<file path="config.mk">
export PLATFORM = sky130hd
export DESIGN_NAME = control_sequencer_flat
export DESIGN_NICKNAME = d
export VERILOG_FILES = /design/src/rtl/control_sequencer_if.sv /design/src/rtl/control_sequencer.sv /design/src/flat_wrapper.sv
export SDC_FILE = /design/constraint.sdc
export NUM_CORES = 1
export LEC_CHECK = 0
export ABC_AREA = 1
export CORE_MARGIN = 1.5
export CORE_UTILIZATION = 30
export CTS_CLUSTER_DIAMETER = 50
export DETAILED_ROUTE_END_ITERATION = 8
export GPL_ROUTABILITY_DRIVEN = 0
export MAX_ROUTING_LAYER = met4
export PLACE_DENSITY_LB_ADDON = 0.3
export SLEW_MARGIN = 40
export SYNTH_ARGS = -nofsm -noshare
export SYNTH_HDL_FRONTEND = slang
export SYNTH_SLANG_ARGS = --single-unit
</file>
<file path="constraint.sdc">
create_clock -name clk -period 1.3 [get_ports clk]
set_input_delay 0.195 -clock clk [delete_from_list [all_inputs] [get_ports clk]]
set_output_delay 0.195 -clock clk [all_outputs]
set_load 0.03 [all_outputs]
</file>
<file path="src/rtl/control_sequencer_if.sv">
// control_sequencer_if: decoder inputs and control-word outputs of the sequencer.
interface control_sequencer_if;
   logic [3:0]  opcode;
   logic        zero_flag;
   logic        mem_ready;
   logic [15:0] control;
   logic [2:0]  state_o;
   logic        instr_done;
   modport master (output opcode, zero_flag, mem_ready, input control, state_o, instr_done);
   modport slave  (input opcode, zero_flag, mem_ready, output control, state_o, instr_done);
endinterface

</file>
<file path="src/rtl/control_sequencer.sv">
// control_sequencer: fetch/decode/execute FSM producing the datapath control word.
module control_sequencer (
   input  logic                clk,
   input  logic                rst_n,
   control_sequencer_if.slave  bus
);
   localparam logic [2:0] IDLE = 3'd0, FETCH = 3'd1, DECODE = 3'd2, EXEC = 3'd3, HALT = 3'd4;
   localparam logic [15:0] PC_INC = 16'h0001, PC_LOAD = 16'h0002, IR_LOAD = 16'h0004,
                           MEM_RD = 16'h0008, MEM_WR = 16'h0010, M1_IMM = 16'h0020,
                           M1_ALU = 16'h0040, ACC_LD_A = 16'h0080, ACC_LD_SH = 16'h0100,
                           SH_RIGHT = 16'h0200, ALU_SUB = 16'h0400, FLAG_LD = 16'h0800,
                           B_LD = 16'h1000, OUT_LD = 16'h2000, HALTED = 16'h4000,
                           ADDR_SEL = 16'h8000;
   logic [2:0]  state_q, state_d;
   logic [15:0] exec_word, control;
   logic        mem_op;
   always_ff @(posedge clk or negedge rst_n)
      if (!rst_n) state_q <= IDLE;
      else        state_q <= state_d;
   assign mem_op = bus.opcode == 4'h2 || bus.opcode == 4'h3;
   always_comb begin
      state_d = IDLE;
      case (state_q)
         IDLE:    state_d = FETCH;
         FETCH:   state_d = bus.mem_ready ? DECODE : FETCH;
         DECODE:  state_d = bus.opcode == 4'hF ? HALT : EXEC;
         EXEC:    state_d = mem_op && !bus.mem_ready ? EXEC : FETCH;
         HALT:    state_d = HALT;
         default: state_d = IDLE;
      endcase
   end
   // Each opcode's word sets at most one accumulator-load source.
   always_comb begin
      exec_word = '0;
      case (bus.opcode)
         4'h1: exec_word = M1_IMM | ACC_LD_A | FLAG_LD;
         4'h2: exec_word = MEM_RD | ADDR_SEL | (bus.mem_ready ? ACC_LD_A | FLAG_LD : 16'h0);
         4'h3: exec_word = MEM_WR | ADDR_SEL;
         4'h4: exec_word = M1_ALU | ACC_LD_A | FLAG_LD;
         4'h5: exec_word = M1_ALU | ALU_SUB | ACC_LD_A | FLAG_LD;
         4'h6: exec_word = ACC_LD_SH | FLAG_LD;
         4'h7: exec_word = ACC_LD_SH | SH_RIGHT | FLAG_LD;
         4'h8: exec_word = PC_LOAD;
         4'h9: exec_word = bus.zero_flag ? PC_LOAD : 16'h0;
         4'hA: exec_word = M1_IMM | B_LD;
         4'hB: exec_word = OUT_LD;
         default: exec_word = '0;
      endcase
   end
   always_comb begin
      control = '0;
      case (state_q)
         FETCH:   control = MEM_RD | (bus.mem_ready ? IR_LOAD | PC_INC : 16'h0);
         EXEC:    control = exec_word;
         HALT:    control = HALTED;
         default: control = '0;
      endcase
   end
   assign bus.control    = control;
   assign bus.state_o    = state_q;
   assign bus.instr_done = (state_q == EXEC && state_d == FETCH) || (state_q == DECODE && state_d == HALT);
endmodule

</file>
<file path="src/flat_wrapper.sv">
// flat-port wrapper written by rule: the top's interface ports become plain ports
module control_sequencer_flat 
  (clk, rst_n, bus_opcode, bus_zero_flag, bus_mem_ready, bus_control, bus_state_o, bus_instr_done);
  control_sequencer_if bus_i ();
  input  logic clk;
  input  logic rst_n;
  input wire logic [$bits(bus_i.opcode)-1:0] bus_opcode;
  input wire logic [$bits(bus_i.zero_flag)-1:0] bus_zero_flag;
  input wire logic [$bits(bus_i.mem_ready)-1:0] bus_mem_ready;
  output wire logic [$bits(bus_i.control)-1:0] bus_control;
  output wire logic [$bits(bus_i.state_o)-1:0] bus_state_o;
  output wire logic [$bits(bus_i.instr_done)-1:0] bus_instr_done;
  assign bus_i.opcode = bus_opcode;
  assign bus_i.zero_flag = bus_zero_flag;
  assign bus_i.mem_ready = bus_mem_ready;
  assign bus_control = bus_i.control;
  assign bus_state_o = bus_i.state_o;
  assign bus_instr_done = bus_i.instr_done;
  control_sequencer u_core (.clk(clk), .rst_n(rst_n), .bus(bus_i));
endmodule
</file>
==> flow_summary.yaml <==
sta:
  hold_slack_ns: 0.142
  setup_viol: 17
  period_minus_slack_ns: 1.58
  relSlewSlack: 0.800
  tns_ns: -3.46
  finalWorstSetupSlack_ns: -0.285
  period_share: 1.22
  finalClockSkew_ns: 0.00172
  hold_viol_final: 0
  fmaxAchievable_ghz: 0.631
  tightest_slew_ns: 0.301
  rsz0062_at_grt: "yes"
  drv_slew: 0
clocking:
  cts_buffer_depth: 2
  root_buffer: "clkbuf_4"
  cts_buffers: 3
  cts.htree.levels: 1
  clock_latency_ns: 0.24
  cts.sinks: 3
  postCtsHoldBufs: 0
  cts_tree: "done"
  path_clk_slew_ns: 0.04
routing:
  vias: 573
  drc_errors: 0
  post_drt_wl_per_cell_um: 11.3
  postRouteAntennaNets: 0
  drt_wl_total_mm: 1.43
  routed_via_density: 4.55
  drt_first_pass_iters: 4
  drt-initial-drc-count: 8
power_and_ir_drop:
  fin_total_pwr_mw: 1.39
  p_leak_nw: 0.504
  max-vdd-ir-drop_mv: 0.566
  cellPowerDensity_nw_per_um2: 1470
die:
  die_h_um: 39.7
  rows: 13
  ioPinCount: 28
  dieArea_um2: 1580
  start_util: 0.315
  core_um2: 1280
  die_width_um: 39.7
yosys:
  postSynthAreaPerCell_um2: 6.31
  netlist_area_um2: 404
  synthCells: 64
  yosysWarnings: 0
  synth-seq-area-share: 0.186
  ys_ff_latch: 3
  synth_cell_types: 20
  syn_nets: 72
layout:
  design_area_um2: 948
  layout.cells.most_common_list: "buf_4, buf_6, inv_1, nand2_1"
  layout-drive-gt1-share: 0.595
  fin_nets: 120
  final_common_cell: "buf_4"
  antenna_cells: 0
  largest_reg_flops: 3
  finalNonFillerCells: 126
  area_growth_pct: 135
  fin_util: 0.738
placed_design:
  io_buffer_count: 27
  dp_cells: 121
  dpl.hpwl_mm: 1.14
  pre_cts_ws_ns: -0.356
  dpl_cell_area_um2: 855
critical_path:
  critPathLaunchType: "flop"
  cpPeakStageDelay_ns: 0.41
  cp.arrival_ns: 1.39
  critPathKind: "flop to output port"
  crit_required_ns: 1.11
  crit_fanout: 6
  setup.worst_path.end_class: "output port"
  crit_path_top_delay_cell: "dfrtp_2"
  crit_chain: "nand2_2 -> nor2_4 -> inv_4 -> buf_12 -> nor3_4 -> buf_6"
global_route:
  grt_pass1_vias: 550
  grt_util_all_layers: 0.203
  antenna_found_initial: 0
  grt_start_max_net_pins: 7
  grt.overflow.total: 0
  grt_pass1_wl_mm: 2.11
outcome:
  status: "complete, but fails checks"
  violations: "setup timing"
min_path:
  min_path_type: "input pin to async pin"
job:
  cap_violations: 0
[Yosys cell counts (all sizes together)]
cell type / number / area share
inv: 14 / 0.13
nand2: 12 / 0.12
nor2: 12 / 0.14
nor3: 9 / 0.20
nand3: 5 / 0.062
dfrtp: 3 / 0.19
buf: 2 / 0.046
a21oi: 1 / 0.012
nand3b: 1 / 0.019
nand4: 1 / 0.015
o211ai: 1 / 0.019
o21a: 1 / 0.019
o21ai: 1 / 0.012
or2: 1 / 0.015
[metal layers]
metal | global-route usage | up-vias | part of all wire
met5 | - | - | 0
met4 | 0.0776 | 0 | 0
met3 | 0 | 0 | 0.034
met2 | 0.410 | 17 | 0.58
met1 | 0.203 | 262 | 0.38
li1 | - | 294 | -
[final cells by class]
type / instances / area (um2)
Sequential cell: 3 / 78.8
Timing Repair Buffer: 45 / 418
Tap cell: 15 / 18.8
Clock buffer: 4 / 26.3
Inverter: 14 / 55.1
Multi-Input combinational cell: 45 / 352
Fill cell: 107 / 337
[critical path: cells and delay by family (launching register included)]
kind | cells | cell delay (ns)
flip-flops | 1 | 0.41
AND/OR/NAND/NOR | 3 | 0.37
buffers and inverters | 3 | 0.37
[repair_timing]
item	CTS	global route
setup buffers	1	0
resized for setup	24	3
pin swaps	2	4
endpoints found under the setup margin	20	17
hold endpoints to repair	0	0
gates cloned	0	0
[cell families (layout without fill, tap and decap cells)]
logic type | count (synthesis) | after routing | share of synthesized area
simple gates | 41 | 41 | 0.576
flops | 3 | 3 | 0.186
compound gates | 4 | 4 | 0.0619
buf+inv | 16 | 63 | 0.176
[final timing paths]
check	startpoint	to	slack, ns	cells past startpoint
setup / recovery	u_core.bus.state_o[1]$_DFF_PN0_	bus_control[9]	-0.28	6
hold / removal	rst_n	u_core.bus.state_o[2]$_DFF_PN0_	0.14	1
setup reg to reg	u_core.bus.state_o[2]$_DFF_PN0_	u_core.bus.state_o[2]$_DFF_PN0_	0.28	4
hold reg to reg	u_core.bus.state_o[2]$_DFF_PN0_	u_core.bus.state_o[0]$_DFF_PN0_	0.68	3
max in group asynchronous	rst_n	u_core.bus.state_o[1]$_DFF_PN0_	1.00	1
min in group clk	bus_mem_ready	u_core.bus.state_o[1]$_DFF_PN0_	0.40	4
[power by group]
part	switching (mW)	internal (mW)	leakage, nW
sequential	0.0525	0.131	0.0338
combinational	0.614	0.426	0.456
clock	0.0523	0.115	0.0150
total	0.719	0.673	0.504
(Power assumes the default switching activity.)
==> RTL change (config.mk and constraints unchanged) <==
Make the reset (`rst_n`) synchronous in one clocked block.
--- a/src/rtl/control_sequencer.sv
+++ b/src/rtl/control_sequencer.sv
@@ -16,3 +16,3 @@
    logic        mem_op;
-   always_ff @(posedge clk or negedge rst_n)
+   always_ff @(posedge clk)
       if (!rst_n) state_q <= IDLE;
Formal check against the unedited RTL: differs if rst_n is asserted again (counterexample within 4 cycles, from zero or initial values and one cycle with rst_n low); with rst_n held inactive, the same outputs for 10 cycles.
==> RTL change against the unedited design <==
  * Utilization grew 10 points
  * Count of clock-buffer cells in the layout unchanged
  * First-iteration DRC count is 100% higher
  * Wire length rose by 49%
  * Setup slack better by 0.063 ns
  * Sequential share of layout area decreased by 2.1 points
  * Synthesized cell count grew 22%
  * Final area is 21% higher
  * Synthesized area is 14% higher
  * The run still ends with setup timing left
  * Fmax rose by 4.1%
  * Sequential cell count unchanged
Power is not compared: it rests on default switching activity, and its combinational part moved more than twofold at a synthesized area within 25%.
==> RTL change: results (changes against the unedited design) <==
Most numerous cell types in the synthesized netlist: sky130_fd_sc_hd__inv_1 (13), sky130_fd_sc_hd__nand2_1 (13), sky130_fd_sc_hd__nand3_1 (11) (was sky130_fd_sc_hd__inv_1 (13), sky130_fd_sc_hd__nand2_1 (10), sky130_fd_sc_hd__nor2_1 (9)). The number of setup violations in the final report is 17 (unchanged). The commonest register cell after synthesis is sky130_fd_sc_hd__dfxtp_1 (was sky130_fd_sc_hd__dfrtp_1). The routed wirelength normalized by instance count works out to 14.6 microns (was 11.3 microns). Wire length on met3: 166 microns (was 49 microns).

Violated checks: setup timing (unchanged). The run finished, with violations left. The number of global-route vias before repair is 727 (was 550), and the instance count after placement with tap cells included is 136 (was 121). The proportion of synthesized flip-flops having asynchronous set or reset works out to 0% (was 100%).

The utilization after layout was 83.8% (was 73.8%); the aggregate routed wire length was 2.12 mm (was 1.43 mm). The HPWL reported at the end of detailed placement is 1.27 mm (was 1.14 mm). Cell area reported after detailed placement: 932 sq um (was 855 sq um). The cell with the largest stage delay on the worst path was sky130_fd_sc_hd__dfxtp_4 (was sky130_fd_sc_hd__dfrtp_2).

Post-synthesis sequential area ratio: 13.1% (was 18.6%). Area contributors post-synth: sky130_fd_sc_hd__nor3_2 (17%), sky130_fd_sc_hd__dfxtp_1 (13%), sky130_fd_sc_hd__nand3_1 (12%) (was sky130_fd_sc_hd__dfrtp_1 (19%), sky130_fd_sc_hd__nor3_2 (17%), sky130_fd_sc_hd__inv_1 (12%)). The class of the tightest hold or removal check is in2reg (was in2async). The largest stage delay on the critical path was 0.37 ns (was 0.41 ns); the worst endpoint data arrival time was 1.33 ns (was 1.39 ns).

The worst setup margin came out at -0.222 ns (was -0.285 ns). The worst setup timing slack at the placement stage was -0.401 ns (was -0.356 ns). The total via count in the routed design is 751 (was 573). For the met1 wire length, the log shows 770 microns (was 546 microns). The highest metal layer with signal wires is met4 (was met3). The run gives 17 (was 20) as the number of distinct library cells after synthesis. The tools report the detailed route wirelength on metal2 as 1.08 mm (was 833 microns).

The tightest slew margin relative to the limit came out at 77.9% (was 80.0%).
RTL change: changes by cell type in the layout (fill, tap and decap cells not counted), sizes merged, moves of 2 or more:
cell	unedited run	this run
buf	35	40
dfxtp	0	3
inv	14	18
nor2	12	14
nand3	5	11
dfrtp	3	0
nand2	12	15
RTL change: area by class of cell:
cell class,count,share of cell area (%)
Timing Repair Buffer,50,42.6
Sequential cell,3,6.23
Clock buffer,4,2.30
Inverter,18,6.56
Multi-Input combinational cell,55,40.7
Tap cell,15,1.64
RTL change: layer usage:
| layer | vias up | GRT usage [%] |
|---|---|---|
| met1 | 345 | 27.0 |
| met4 | 0 | 6.88 |
| met2 | 44 | 42.5 |
| li1 | 348 | - |
| met3 | 14 | 9.05 |
| met5 | - | - |
RTL change: final timing paths:
check | endpoint | slack (ns) | startpoint | cells after the start
max | bus_control[15] | -0.22 | u_core.bus.state_o[1] | 6
min | u_core.bus.state_o[2] | 0.52 | bus_opcode[3] | 6
max reg2reg | u_core.bus.state_o[0] | 0.12 | u_core.bus.state_o[0] | 8
min reg2reg | u_core.bus.state_o[2] | 0.56 | u_core.bus.state_o[2] | 2
RTL change: cell families after synthesis:
logic type	after synthesis	share of synthesized area, %
AO/OA/AOI/OAI	6	7.63
buffers and inverters	20	18.8
flip-flops	3	13.1
AND/OR/NAND/NOR	49	60.5
RTL change: power breakdown:
group | switching [mW] | internal, mW
clock network | 0.0641 | 0.116
logic | 0.206 | 0.155
registers | 0.00982 | 0.0984
RTL change: what timing repair did:
action | CTS | global route
buffers inserted | 1 | 4
resized for setup | 39 | 16
pin swaps | 5 | 7
hold buffers | 0 | 0
endpoints found under the setup margin | 19 | 17
RTL change: worst min-delay path, stage by stage:
cell,delay (ns)
sky130_fd_sc_hd__clkbuf_2,0.14
sky130_fd_sc_hd__nand2_2,0.12
sky130_fd_sc_hd__nor2_4,0.05
sky130_fd_sc_hd__buf_4,0.12
sky130_fd_sc_hd__nand2_1,0.05
sky130_fd_sc_hd__a21oi_1,0.05
